--- src/rtl/fw_loader_pkg.sv ---
// rtl/fw_loader_pkg.sv - shared types and constants for the firmware boot loader
package fw_loader_pkg;

    // Frame parser states; ST_ prefix keeps them apart from the MAGIC parameter
    typedef enum logic [2:0] {
        ST_MAGIC   = 3'd0,
        ST_LENGTH  = 3'd1,
        ST_PAYLOAD = 3'd2,
        ST_CHECK   = 3'd3,
        ST_DONE    = 3'd4,
        ST_ERROR   = 3'd5
    } state_t;

    typedef enum logic [1:0] {
        ERR_NONE  = 2'd0,
        ERR_MAGIC = 2'd1,
        ERR_LEN   = 2'd2,
        ERR_CHK   = 2'd3
    } err_t;

    localparam logic [31:0] DEFAULT_MAGIC = 32'h4D4F5250;

endpackage

--- src/rtl/fw_loader_if.sv ---
// rtl/fw_loader_if.sv - image stream input and instruction-memory write port
interface fw_loader_if #(
    parameter int DATA_WIDTH = 32,
    parameter int ADDR_WIDTH = 10
);
    logic                  s_valid;
    logic                  s_ready;
    logic [DATA_WIDTH-1:0] s_data;
    logic                  mem_we;
    logic [ADDR_WIDTH-1:0] mem_addr;
    logic [DATA_WIDTH-1:0] mem_wdata;

    // Image source and memory side
    modport master (
        output s_valid, s_data,
        input  s_ready, mem_we, mem_addr, mem_wdata
    );

    // Loader side
    modport slave (
        input  s_valid, s_data,
        output s_ready, mem_we, mem_addr, mem_wdata
    );
endinterface

--- src/rtl/fw_loader.sv ---
// rtl/fw_loader.sv - framed image loader writing instruction memory and gating cpu reset
module fw_loader
    import fw_loader_pkg::*;
#(
    parameter int                    DATA_WIDTH = 32,
    parameter int                    ADDR_WIDTH = 10,
    parameter logic [DATA_WIDTH-1:0] MAGIC      = DATA_WIDTH'(DEFAULT_MAGIC)
) (
    input  logic        clk,
    input  logic        reset,
    input  logic        restart,
    fw_loader_if.slave  bus,
    output logic        cpu_reset_n,
    output logic        busy,
    output logic        done,
    output logic [1:0]  err_code
);

    // Compare width must hold both a full stream word and the depth 2**ADDR_WIDTH
    localparam int             CW    = (DATA_WIDTH > ADDR_WIDTH) ? DATA_WIDTH : ADDR_WIDTH + 1;
    localparam logic [CW-1:0]  DEPTH = CW'(1) << ADDR_WIDTH;

    state_t                state_q, state_d;
    err_t                  err_q;
    logic [ADDR_WIDTH:0]   len_q;
    logic [ADDR_WIDTH:0]   idx_q;
    logic [ADDR_WIDTH:0]   idx_inc;
    logic [DATA_WIDTH-1:0] acc_q;
    logic [CW-1:0]         len_ext;
    logic                  hs;
    logic                  magic_ok;
    logic                  len_over;
    logic                  len_zero;
    logic                  chk_ok;

    assign hs       = bus.s_valid && bus.s_ready;
    assign len_ext  = CW'(bus.s_data);
    assign magic_ok = (bus.s_data == MAGIC);
    assign len_over = (len_ext > DEPTH);
    assign len_zero = (len_ext == '0);
    assign chk_ok   = (bus.s_data == acc_q);
    assign idx_inc  = idx_q + (ADDR_WIDTH + 1)'(1);
    assign err_code = err_q;

    // State register
    always_ff @(posedge clk or posedge reset) begin
        if (reset) state_q <= ST_MAGIC;
        else       state_q <= state_d;
    end

    // Next-state decode: advance on handshakes, DONE/ERROR wait for restart
    always_comb begin
        state_d = state_q;
        case (state_q)
            ST_MAGIC:   if (hs) state_d = magic_ok ? ST_LENGTH : ST_ERROR;
            ST_LENGTH:  if (hs) state_d = len_over ? ST_ERROR : (len_zero ? ST_CHECK : ST_PAYLOAD);
            ST_PAYLOAD: if (hs && (idx_inc == len_q)) state_d = ST_CHECK;
            ST_CHECK:   if (hs) state_d = chk_ok ? ST_DONE : ST_ERROR;
            ST_DONE:    if (restart) state_d = ST_MAGIC;
            ST_ERROR:   if (restart) state_d = ST_MAGIC;
            default:    state_d = ST_MAGIC;
        endcase
    end

    // Status outputs are pure functions of state
    always_comb begin
        bus.s_ready = 1'b0;
        busy        = 1'b0;
        done        = 1'b0;
        cpu_reset_n = 1'b0;
        case (state_q)
            ST_MAGIC, ST_LENGTH, ST_PAYLOAD, ST_CHECK: begin
                bus.s_ready = 1'b1;
                busy        = 1'b1;
            end
            ST_DONE: begin
                done        = 1'b1;
                cpu_reset_n = 1'b1;
            end
            default: ;
        endcase
    end

    // Datapath: length/index/checksum tracking, registered memory write, sticky error code
    always_ff @(posedge clk or posedge reset) begin
        if (reset) begin
            len_q         <= '0;
            idx_q         <= '0;
            acc_q         <= '0;
            err_q         <= ERR_NONE;
            bus.mem_we    <= 1'b0;
            bus.mem_addr  <= '0;
            bus.mem_wdata <= '0;
        end else begin
            bus.mem_we <= 1'b0;
            case (state_q)
                ST_MAGIC: begin
                    if (hs && !magic_ok) err_q <= ERR_MAGIC;
                end
                ST_LENGTH: begin
                    if (hs) begin
                        len_q <= len_ext[ADDR_WIDTH:0];
                        idx_q <= '0;
                        acc_q <= '0;
                        if (len_over) err_q <= ERR_LEN;
                    end
                end
                ST_PAYLOAD: begin
                    if (hs) begin
                        bus.mem_we    <= 1'b1;
                        bus.mem_addr  <= idx_q[ADDR_WIDTH-1:0];
                        bus.mem_wdata <= bus.s_data;
                        idx_q         <= idx_inc;
                        acc_q         <= acc_q ^ bus.s_data;
                    end
                end
                ST_CHECK: begin
                    if (hs && !chk_ok) err_q <= ERR_CHK;
                end
                ST_ERROR: begin
                    if (restart) err_q <= ERR_NONE;
                end
                default: ;
            endcase
        end
    end

endmodule

--- src/flat_wrapper.sv ---
// flat-port wrapper written by rule: the top's interface ports become plain ports
module fw_loader_flat import fw_loader_pkg::*;
#(
    parameter int                    DATA_WIDTH = 32,
    parameter int                    ADDR_WIDTH = 10,
    parameter logic [DATA_WIDTH-1:0] MAGIC      = DATA_WIDTH'(DEFAULT_MAGIC)
)
  (clk, reset, restart, cpu_reset_n, busy, done, err_code, bus_s_valid, bus_s_data, bus_s_ready, bus_mem_we, bus_mem_addr, bus_mem_wdata);
  fw_loader_if #(.DATA_WIDTH(DATA_WIDTH), .ADDR_WIDTH(ADDR_WIDTH)) bus_i ();
  input  logic clk;
  input  logic reset;
  input  logic restart;
  output logic cpu_reset_n;
  output logic busy;
  output logic done;
  output logic [1:0] err_code;
  input wire logic [$bits(bus_i.s_valid)-1:0] bus_s_valid;
  input wire logic [$bits(bus_i.s_data)-1:0] bus_s_data;
  output wire logic [$bits(bus_i.s_ready)-1:0] bus_s_ready;
  output wire logic [$bits(bus_i.mem_we)-1:0] bus_mem_we;
  output wire logic [$bits(bus_i.mem_addr)-1:0] bus_mem_addr;
  output wire logic [$bits(bus_i.mem_wdata)-1:0] bus_mem_wdata;
  assign bus_i.s_valid = bus_s_valid;
  assign bus_i.s_data = bus_s_data;
  assign bus_s_ready = bus_i.s_ready;
  assign bus_mem_we = bus_i.mem_we;
  assign bus_mem_addr = bus_i.mem_addr;
  assign bus_mem_wdata = bus_i.mem_wdata;
  fw_loader #(.DATA_WIDTH(DATA_WIDTH), .ADDR_WIDTH(ADDR_WIDTH), .MAGIC(MAGIC)) u_core (.clk(clk), .reset(reset), .restart(restart), .bus(bus_i), .cpu_reset_n(cpu_reset_n), .busy(busy), .done(done), .err_code(err_code));
endmodule
--- config.mk ---
export PLATFORM = sky130hd
export DESIGN_NAME = fw_loader_flat
export DESIGN_NICKNAME = d
export VERILOG_FILES = /design/src/rtl/fw_loader_pkg.sv /design/src/rtl/fw_loader_if.sv /design/src/rtl/fw_loader.sv /design/src/flat_wrapper.sv
export SDC_FILE = /design/constraint.sdc
export NUM_CORES = 1
export LEC_CHECK = 0
export ABC_AREA = 1
export BUFFER_PORTS_ARGS = -buffer_cell sky130_fd_sc_hd__buf_2
export CAP_MARGIN = 40
export CORE_ASPECT_RATIO = 0.8
export CORE_MARGIN = 3
export CORE_UTILIZATION = 50
export DETAILED_ROUTE_END_ITERATION = 7
export PLACE_DENSITY = 0.75
export SETUP_SLACK_MARGIN = 0.2
export SLEW_MARGIN = 10
export SYNTH_ARGS = -nofsm -noshare
export SYNTH_HDL_FRONTEND = slang
export SYNTH_SLANG_ARGS = --single-unit
--- constraint.sdc ---
create_clock -name clk -period 6.77 [get_ports clk]
set_clock_uncertainty 0.1 [all_clocks]
set_input_delay 1.0155 -clock clk [delete_from_list [all_inputs] [get_ports clk]]
set_output_delay 1.0155 -clock clk [all_outputs]
set_load 0.01 [all_outputs]
==> run_summary.xml, run 1 <==
<?xml version="1.0" encoding="UTF-8"?>
<metrics>
  <group name="drt">
    <metric name="number_of_drc_violations_after_detailed_routing" unit="">0</metric>
    <metric name="detailedRoute.firstPassIterationCount" unit="">5</metric>
    <metric name="via_per_inst" unit="">5.39</metric>
    <metric name="dr.first_iter.drc_count" unit="">299</metric>
    <metric name="antenna_violating_nets_post_route" unit="">0</metric>
    <metric name="total_via_count_in_the_routed_design" unit="">4496</metric>
    <metric name="routed_wire_length_per_instance" unit="µm">15.5</metric>
    <metric name="wl" unit="mm">12.9</metric>
  </group>
  <group name="clock_tree">
    <metric name="ctsRootBufferMaster" unit="">sky130_fd_sc_hd__clkbuf_16</metric>
    <metric name="cts-buffers-inserted" unit="">9</metric>
    <metric name="cts_htree_levels" unit="">3</metric>
    <metric name="postCtsSetupBuffers" unit="">0</metric>
    <metric name="post_cts_resized" unit="">0</metric>
    <metric name="cts_tree" unit="">done</metric>
    <metric name="numClockSinks" unit="">102</metric>
    <metric name="clkSlewWorstSetupHoldPaths" unit="ps">60</metric>
    <metric name="post_cts_hold_buffer_count" unit="">0</metric>
    <metric name="ctsLongestPathBuffers" unit="">2</metric>
    <metric name="clk-insertion-delay-late" unit="ps">350</metric>
  </group>
  <group name="critical_path">
    <metric name="r2r_slack" unit="ps">3380</metric>
    <metric name="cp_slowest_stage_delay" unit="ps">740</metric>
    <metric name="critical_path_arrival" unit="ps">3590</metric>
    <metric name="criticalPathCategory" unit="">in2reg</metric>
    <metric name="path_max_fanout" unit="">100</metric>
    <metric name="regToRegEndpoint" unit="">u_core.acc_q[7]$_DFFE_PP0P_</metric>
    <metric name="worst_setup_path_end_kind" unit="">flip-flop</metric>
    <metric name="path_cells" unit="">buf_2 &gt; nand2_1 &gt; nor2_2 &gt; inv_2 &gt; buf_4 &gt; nand2_2 &gt; mux2_1</metric>
    <metric name="worst_ep_required_time" unit="ps">6900</metric>
    <metric name="critical_path.reg2reg.startpoint" unit="">u_core.state_q[2]$_DFFE_PP0P_</metric>
    <metric name="rr_worst_depth" unit="">7</metric>
    <metric name="slowest_stage" unit="">sky130_fd_sc_hd__buf_4</metric>
    <metric name="critical_path.startpoint_type" unit="">input pin</metric>
  </group>
  <group name="power_and_ir_drop">
    <metric name="sw_frac_of_total" unit="%">34.4</metric>
    <metric name="seq_power_share" unit="%">45.8</metric>
    <metric name="cellPowerDensity" unit="nW/µm²">308</metric>
    <metric name="comb_power_share" unit="%">27.9</metric>
    <metric name="power_frac_clock" unit="%">26.3</metric>
    <metric name="worst_ir_drop_vdd" unit="V">0.000238</metric>
    <metric name="internal-power" unit="W">0.00118</metric>
    <metric name="p_leak" unit="nW">2.94</metric>
    <metric name="p_switching" unit="W">0.000617</metric>
  </group>
  <group name="hold_path">
    <metric name="min_from" unit="">u_core.err_code[0]$_DFFE_PP0P_</metric>
    <metric name="worst_hold_path_type" unit="">reg2reg</metric>
    <metric name="min_delay_worst_endpoint" unit="">u_core.err_code[0]$_DFFE_PP0P_</metric>
    <metric name="whs_path_depth" unit="">2</metric>
  </group>
  <group name="place">
    <metric name="post-place-ws" unit="ps">3000</metric>
    <metric name="routability_congestion_estimate_from_global_placement" unit="">0.910</metric>
    <metric name="port-buffer-count" unit="">84</metric>
    <metric name="hpwl" unit="mm">9.51</metric>
  </group>
  <group name="sta">
    <metric name="maxClockFrequency" unit="MHz">289</metric>
    <metric name="grt_setup_unrepaired" unit="">false</metric>
    <metric name="drv_slew" unit="">0</metric>
    <metric name="post-route-worst-setup-slack" unit="ps">3300</metric>
    <metric name="finalSetupViolations" unit="">0</metric>
    <metric name="fin_crit_sh" unit="%">51.2</metric>
    <metric name="final_hold_viol_count" unit="">0</metric>
    <metric name="holdWs" unit="ps">373</metric>
    <metric name="final.min_clock_period" unit="ps">3470</metric>
    <metric name="max-slew-margin-rel" unit="%">41.1</metric>
    <metric name="final.setup.tns" unit="ps">0</metric>
    <metric name="max_slew.worst_pin.slew" unit="ps">884</metric>
  </group>
  <group name="die">
    <metric name="floorplan.io_pins" unit="">85</metric>
    <metric name="die_width" unit="µm">118</metric>
    <metric name="core_ar" unit="µm²">9730</metric>
    <metric name="die-height" unit="µm">95.9</metric>
    <metric name="floorplan.rows" unit="">32</metric>
    <metric name="initial_utilization" unit="%">52.0</metric>
    <metric name="die_area" unit="µm²">11400</metric>
  </group>
  <group name="grt">
    <metric name="grt_antenna_before_repair" unit="">0</metric>
    <metric name="grt_pass1_wl" unit="mm">21.3</metric>
    <metric name="first_global_vias" unit="">4366</metric>
    <metric name="grt_start_max_net_pins" unit="">101</metric>
    <metric name="globalRouteTotalUtil" unit="%">23.7</metric>
    <metric name="grt.overflow.total" unit="">0</metric>
  </group>
  <group name="synth">
    <metric name="synth_fp_nets" unit="">656</metric>
    <metric name="syn_avg_cell_area" unit="µm²">8.17</metric>
    <metric name="syn-cell-area" unit="µm²">5060</metric>
    <metric name="synth.top_cell.area_share" unit="%">50.5</metric>
    <metric name="synth_seq_area_share" unit="%">50.5</metric>
    <metric name="netlist_instances" unit="">619</metric>
    <metric name="synth.distinct_cells" unit="">29</metric>
    <metric name="cells_taking_the_most_area_after_synthesis" unit="">sky130_fd_sc_hd__dfrtp_1 (50%), sky130_fd_sc_hd__nand2_1 (12%), sky130_fd_sc_hd__o21ai_0 (6.7%)</metric>
    <metric name="netlist.top_cell.by_area" unit="">sky130_fd_sc_hd__dfrtp_1</metric>
    <metric name="synth_seq_cells" unit="">102</metric>
    <metric name="synth.yosys.warnings" unit="">0</metric>
  </group>
  <group name="finish">
    <metric name="layout-area-overhead-vs-synth" unit="%">15.1</metric>
    <metric name="finalNetCount" unit="">730</metric>
    <metric name="filler_cell_count" unit="">874</metric>
    <metric name="mostFrequentLayoutCells" unit="">sky130_fd_sc_hd__nand2_1 (159), sky130_fd_sc_hd__dfrtp_1 (102), sky130_fd_sc_hd__buf_2 (84), sky130_fd_sc_hd__o21ai_0 (68), sky130_fd_sc_hd__nor2_1 (60)</metric>
    <metric name="fraction_of_layout_instances_using_a_drive_strength_above_1" unit="%">17.5</metric>
    <metric name="leading_cell_type_in_the_layout_fill_and_taps_excluded" unit="">sky130_fd_sc_hd__nand2_1</metric>
    <metric name="antennaDiodeCount" unit="">0</metric>
  </group>
  <group name="run">
    <metric name="timing.max_cap.violations" unit="">0</metric>
  </group>
  <group name="run_status">
    <metric name="status" unit="">complete, no violations</metric>
  </group>
</metrics>
## cell families after synthesis
family	after synthesis	share of synthesized area [%]
DFF	102	50.5
buffers and inverters	86	6.95
and+or+nand+nor	295	24.6
xor gates and xnor gates	32	5.54
AOI/OAI and AO/OA	90	9.30
adders and majority gates	1	0.247
muxes	13	2.90
## synth_stat cells
library cell               count
sky130_fd_sc_hd__a21boi_1      1
sky130_fd_sc_hd__buf_6         1
sky130_fd_sc_hd__nand4_1       8
sky130_fd_sc_hd__or2_2         1
sky130_fd_sc_hd__nand3b_1      5
sky130_fd_sc_hd__nor3_1        7
sky130_fd_sc_hd__o221ai_1      1
sky130_fd_sc_hd__nand3_1      46
sky130_fd_sc_hd__o21ai_1       8
sky130_fd_sc_hd__xnor2_1      32
sky130_fd_sc_hd__inv_1        58
sky130_fd_sc_hd__a211oi_1      1
sky130_fd_sc_hd__buf_2        11
sky130_fd_sc_hd__nand2_1     159
sky130_fd_sc_hd__nor2_2        5
sky130_fd_sc_hd__o21ai_0      68
sky130_fd_sc_hd__o21bai_1      1
sky130_fd_sc_hd__dfrtp_1     102
sky130_fd_sc_hd__mux2_1        9
sky130_fd_sc_hd__a21oi_1       3
sky130_fd_sc_hd__nand2_2       3
sky130_fd_sc_hd__inv_2         4
sky130_fd_sc_hd__buf_4         2
sky130_fd_sc_hd__ha_1          1
sky130_fd_sc_hd__o22ai_1       7
sky130_fd_sc_hd__nor2_1       60
sky130_fd_sc_hd__clkbuf_1     10
sky130_fd_sc_hd__nor2_4        1
sky130_fd_sc_hd__mux2_2        4
## flip-flops by register name (all words and copies together), names as in the netlist
signal,cells
u_core.bus.mem_wdata,32
u_core.bus.mem_addr,10
u_core.len_q,11
u_core.state_q,3
u_core.acc_q,32
u_core.err_code,2
u_core.idx_q,11
u_core.bus.mem_we,1
## power groups by stage
stage	combinational (W)	sequential (W)	clock [W]
2_1_floorplan	0.000285	0.000853	0
3_3_place_gp	0.000482	0.000826	0
3_5_place_dp	0.000498	0.000830	0
4_1_cts	0.000502	0.000819	0.000483
5_1_grt	0.000565	0.000836	0.000510
6_report	0.000499	0.000822	0.000471
## how the worst max path moves through the flow
stage | startpoint | end | slack (ps) | cells past startpoint
2_1_floorplan | reset | u_core.acc_q[0]$_DFFE_PP0P_ | 2980 | 1
3_3_place_gp | bus_s_valid | u_core.acc_q[1]$_DFFE_PP0P_ | 3090 | 7
3_5_place_dp | bus_s_valid | u_core.acc_q[7]$_DFFE_PP0P_ | 3000 | 7
4_1_cts | bus_s_valid | u_core.acc_q[7]$_DFFE_PP0P_ | 3340 | 7
5_1_grt | bus_s_valid | u_core.acc_q[1]$_DFFE_PP0P_ | 3080 | 7
6_report | bus_s_valid | u_core.acc_q[7]$_DFFE_PP0P_ | 3300 | 7
## final cells by class
cell class                 count  area (µm²)  area share, %
sequential                   102        2550           43.9
multi-input combinational    431        2150           37.0
timing repair buffer          87         443           7.61
inverter                      62         235           4.04
clock buffer                   9         225           3.87
tap                          136         170           2.92
clock inverter                 7        41.3          0.710
## critical path: cells and delay by family
| family | cells | cell delay [ps] |
|---|---|---|
| muxes | 1 | 480 |
| buffers and inverters | 3 | 1150 |
| and+or+nand+nor | 3 | 900 |
## metrics by stage
| stage | util [%] | power (W) | std cells | instance area, µm² |
|---|---|---|---|---|
| final | 59.8 | 0.00179 | 834 | 5820 |
| after global routing | 59.8 | 0.00191 | 834 | 5820 |
| after CTS | 59.8 | 0.00180 | 834 | 5820 |
| after detailed placement | 57.1 | 0.00133 | 818 | 5550 |
| after global placement | 57.1 | 0.00131 | 818 | 5550 |
| after floorplan | - | 0.00114 | 619 | 5060 |
## per-layer routing
metal  vias up  track usage [%]  part of all wire (%)  wire (µm)
met5         -                0                     0          0
li1       2127                -                     -          -
met2       182             38.0                    47       6020
met1      2167             32.3                    46       5890
met3        20             5.76                   6.5        844
met4         0             7.52                   1.4        178
(Power assumes the default switching activity.)
==> run 2, diff against run 1 <==
--- a/config.mk
+++ b/config.mk
@@ -5,14 +5,14 @@
 export SDC_FILE = /design/constraint.sdc
 export NUM_CORES = 1
 export LEC_CHECK = 0
-export ABC_AREA = 1
+export ABC_AREA = 0
 export BUFFER_PORTS_ARGS = -buffer_cell sky130_fd_sc_hd__buf_2
 export CAP_MARGIN = 40
 export CORE_ASPECT_RATIO = 0.8
 export CORE_MARGIN = 3
 export CORE_UTILIZATION = 50
 export DETAILED_ROUTE_END_ITERATION = 7
-export PLACE_DENSITY = 0.75
+export PLACE_DENSITY = 0.78
 export SETUP_SLACK_MARGIN = 0.2
 export SLEW_MARGIN = 10
 export SYNTH_ARGS = -nofsm -noshare
==> constraint.sdc (replaced) <==
create_clock -name clk -period 2.9 [get_ports clk]
set_clock_uncertainty 0.1 [all_clocks]
set_input_delay 0.435 -clock clk [delete_from_list [all_inputs] [get_ports clk]]
set_output_delay 0.435 -clock clk [all_outputs]
set_load 0.01 [all_outputs]
==> run 2 against run 1 <==
Final area grew 1.1%. Global-route usage shrank 1.8 points. Clock power grew to 2.6 times the previous value. Synthesized cell count shrank 9.7%. Critical path depth is the same. Final cell count shrank 7.7%. Largest power group unchanged.
==> run_summary.xml, run 2 <==
<?xml version="1.0" encoding="UTF-8"?>
<metrics>
  <group name="clock_tree">
    <metric name="numClockSinks" unit="">102</metric>
    <metric name="ctsLongestPathBuffers" unit="">2</metric>
    <metric name="cts_tree" unit="">done</metric>
    <metric name="post_cts_hold_buffer_count" unit="">0</metric>
    <metric name="cts_htree_levels" unit="">3</metric>
    <metric name="clk-insertion-delay-late" unit="ps">350</metric>
    <metric name="cts-buffers-inserted" unit="">9</metric>
    <metric name="postCtsSetupBuffers" unit="">0</metric>
    <metric name="post_cts_resized" unit="">0</metric>
    <metric name="ctsRootBufferMaster" unit="">sky130_fd_sc_hd__clkbuf_16</metric>
    <metric name="clkSlewWorstSetupHoldPaths" unit="ps">70</metric>
  </group>
  <group name="place">
    <metric name="port-buffer-count" unit="">84</metric>
    <metric name="routability_congestion_estimate_from_global_placement" unit="">0.953</metric>
    <metric name="hpwl" unit="mm">8.54</metric>
    <metric name="place_area" unit="µm²">5580</metric>
  </group>
  <group name="synth">
    <metric name="synth_fp_nets" unit="">596</metric>
    <metric name="synth_seq_cells" unit="">102</metric>
    <metric name="async_flop_share" unit="%">100</metric>
    <metric name="synth.yosys.warnings" unit="">0</metric>
    <metric name="synth_compound_gate_area_share" unit="%">9.98</metric>
    <metric name="synth_enable_flop_cells" unit="">0</metric>
    <metric name="synth_most_common_cell" unit="">sky130_fd_sc_hd__nand2_1</metric>
    <metric name="synth_xor_xnor_area_share" unit="%">8.97</metric>
    <metric name="synth_simple_gate_area_share" unit="%">21.5</metric>
    <metric name="synth_seq_area_share" unit="%">50.3</metric>
    <metric name="synth.mux.area_fraction" unit="%">5.40</metric>
    <metric name="synth_top_family_by_area" unit="">simple AND/OR/NAND/NOR gates</metric>
    <metric name="cells_taking_the_most_area_after_synthesis" unit="">sky130_fd_sc_hd__dfrtp_1 (50%), sky130_fd_sc_hd__nand2_1 (11%), sky130_fd_sc_hd__xor2_1 (6.4%)</metric>
    <metric name="netlist.top_cell.by_area" unit="">sky130_fd_sc_hd__dfrtp_1</metric>
    <metric name="synth_adder_area_share" unit="%">0.246</metric>
    <metric name="netlist_instances" unit="">559</metric>
    <metric name="post_synth_most_frequent_cells" unit="">sky130_fd_sc_hd__nand2_1 (153), sky130_fd_sc_hd__dfrtp_1 (102), sky130_fd_sc_hd__o21ai_1 (64), sky130_fd_sc_hd__nor2_1 (44), sky130_fd_sc_hd__xor2_1 (37)</metric>
    <metric name="synth.distinct_cells" unit="">42</metric>
    <metric name="synth.top_cell.area_share" unit="%">50.3</metric>
    <metric name="ys.flop_type" unit="">sky130_fd_sc_hd__dfrtp_1</metric>
    <metric name="syn-cell-area" unit="µm²">5080</metric>
    <metric name="syn_avg_cell_area" unit="µm²">9.08</metric>
  </group>
  <group name="power_and_ir_drop">
    <metric name="p_leak" unit="nW">2.96</metric>
    <metric name="worst_ir_drop_vdd" unit="V">0.000267</metric>
    <metric name="cellPowerDensity" unit="nW/µm²">622</metric>
  </group>
  <group name="sta">
    <metric name="drv_slew" unit="">0</metric>
    <metric name="fin_crit_sh" unit="%">80.6</metric>
    <metric name="grt_setup_unrepaired" unit="">false</metric>
    <metric name="final.setup.tns" unit="ps">0</metric>
    <metric name="maxClockFrequency" unit="MHz">428</metric>
    <metric name="finalSetupViolations" unit="">0</metric>
    <metric name="max_slew.worst_pin.slew" unit="ps">564</metric>
    <metric name="holdWs" unit="ps">120</metric>
    <metric name="final_hold_viol_count" unit="">0</metric>
    <metric name="final.min_clock_period" unit="ps">2340</metric>
    <metric name="max-slew-margin-rel" unit="%">62.4</metric>
  </group>
  <group name="die">
    <metric name="floorplan.io_pins" unit="">85</metric>
    <metric name="die_width" unit="µm">119</metric>
    <metric name="initial_utilization" unit="%">52.0</metric>
    <metric name="floorplan.rows" unit="">32</metric>
    <metric name="core_ar" unit="µm²">9770</metric>
    <metric name="die_area" unit="µm²">11400</metric>
    <metric name="die-height" unit="µm">96.1</metric>
  </group>
  <group name="drt">
    <metric name="number_of_drc_violations_after_detailed_routing" unit="">0</metric>
    <metric name="dr.first_iter.drc_count" unit="">318</metric>
    <metric name="detailedRoute.firstPassIterationCount" unit="">5</metric>
    <metric name="routed_wire_length_per_instance" unit="µm">16.0</metric>
    <metric name="total_via_count_in_the_routed_design" unit="">4273</metric>
    <metric name="via_per_inst" unit="">5.55</metric>
    <metric name="wl" unit="mm">12.3</metric>
    <metric name="antenna_violating_nets_post_route" unit="">0</metric>
  </group>
  <group name="hold_path">
    <metric name="worst_hold_path_type" unit="">in2async</metric>
  </group>
  <group name="finish">
    <metric name="fraction_of_layout_instances_using_a_drive_strength_above_1" unit="%">20.3</metric>
    <metric name="fin_area" unit="µm²">5880</metric>
    <metric name="layout-area-overhead-vs-synth" unit="%">15.8</metric>
    <metric name="leading_cell_type_in_the_layout_fill_and_taps_excluded" unit="">sky130_fd_sc_hd__nand2_1</metric>
    <metric name="mostFrequentLayoutCells" unit="">sky130_fd_sc_hd__nand2_1 (153), sky130_fd_sc_hd__dfrtp_1 (102), sky130_fd_sc_hd__buf_2 (84), sky130_fd_sc_hd__o21ai_1 (64), sky130_fd_sc_hd__nor2_1 (43)</metric>
    <metric name="top_regs" unit="">u_core.acc_q x32, u_core.bus.mem_wdata x32</metric>
    <metric name="finalNetCount" unit="">666</metric>
    <metric name="antennaDiodeCount" unit="">0</metric>
    <metric name="filler_cell_count" unit="">878</metric>
  </group>
  <group name="grt">
    <metric name="top_usage_layer" unit="">met2</metric>
    <metric name="use_met3" unit="%">4.88</metric>
    <metric name="grt_antenna_before_repair" unit="">0</metric>
    <metric name="first_global_vias" unit="">4076</metric>
    <metric name="global_route.usage.met1" unit="%">30.6</metric>
    <metric name="grt.overflow.total" unit="">0</metric>
    <metric name="grt_start_max_net_pins" unit="">103</metric>
    <metric name="globalRouteTotalUtil" unit="%">21.9</metric>
    <metric name="grt.met2_usage" unit="%">35.0</metric>
    <metric name="grt_pass1_wl" unit="mm">20.1</metric>
  </group>
  <group name="critical_path">
    <metric name="critical_path.startpoint_type" unit="">flip-flop</metric>
    <metric name="worst_setup_path_end_kind" unit="">flip-flop</metric>
    <metric name="worst_ep_required_time" unit="ps">3080</metric>
    <metric name="path_max_fanout" unit="">7</metric>
    <metric name="critical_path_arrival" unit="ps">2520</metric>
    <metric name="criticalPathCategory" unit="">reg2reg</metric>
  </group>
  <group name="run">
    <metric name="timing.max_cap.violations" unit="">0</metric>
  </group>
  <group name="run_status">
    <metric name="status" unit="">complete, no violations</metric>
  </group>
</metrics>
## run 2: area by class of cell
| cell class | instances | area (µm²) | area share (%) |
|---|---|---|---|
| repair buffers | 91 | 485 | 8.26 |
| multi-input cells | 418 | 2340 | 39.8 |
| inverters | 7 | 30.0 | 0.511 |
| well taps | 136 | 170 | 2.89 |
| clock inverters | 6 | 71.3 | 1.21 |
| flip-flops and latches | 102 | 2550 | 43.4 |
| clock buffers | 10 | 229 | 3.89 |
## run 2: power breakdown
group          internal, W  total, W  switching, W
combinational     0.000343  0.000744      0.000401
clock             0.000676   0.00122      0.000546
sequential         0.00155   0.00169      0.000135
## run 2: kinds of logic after synthesis
logic type               count (synthesis)
multiplexers                            26
buffers and inverters                   39
adder cells (fa/ha/maj)                  1
AO/OA/AOI/OAI                           86
flip-flops                             102
AND/OR/NAND/NOR                        253
XOR/XNOR                                52
## run 2: critical path, cell delays in order (launching register included)
cell and delay, ps:
sky130_fd_sc_hd__dfrtp_1 490, sky130_fd_sc_hd__ha_1 340, sky130_fd_sc_hd__nand3_1 200, sky130_fd_sc_hd__nor2_1 260, sky130_fd_sc_hd__xnor2_1 120, sky130_fd_sc_hd__a2111oi_0 360
sky130_fd_sc_hd__and3_1 260, sky130_fd_sc_hd__o32a_1 150
## run 2: path summary, 6_finish.rpt
check / start / slack (ps) / end / cells after the start
hold / removal: reset / 120 / u_core.bus.mem_wdata[2]$_DFFE_PP0P_ / 3
setup / recovery: u_core.idx_q[0]$_DFFE_PP0P_ / 560 / u_core.state_q[0]$_DFFE_PP0P_ / 7
max in group asynchronous: reset / 2160 / u_core.len_q[5]$_DFFE_PP0P_ / 3
min in group clk: restart / 240 / u_core.state_q[2]$_DFFE_PP0P_ / 2
hold reg to reg: u_core.bus.mem_addr[6]$_DFFE_PP0P_ / 370 / u_core.bus.mem_addr[6]$_DFFE_PP0P_ / 2
setup reg to reg: u_core.idx_q[0]$_DFFE_PP0P_ / 560 / u_core.state_q[0]$_DFFE_PP0P_ / 7
## run 2: per-layer routing
metal | part of all wire, % | vias up
met1 | 46 | 2073
met4 | 0.97 | 0
li1 | - | 2018
met2 | 47 | 169
met3 | 6.8 | 13
met5 | 0 | -
## run 2: metrics by stage
stage	total power, W	utilization, %	worst slack [ps]	cells
after floorplan	0.00223	-	816	559
after global placement	0.00242	57.1	680	754
after detailed placement	0.00245	57.1	619	754
after CTS	0.00367	60.2	584	770
after global routing	0.00382	60.2	322	770
final	0.00365	60.2	563	770
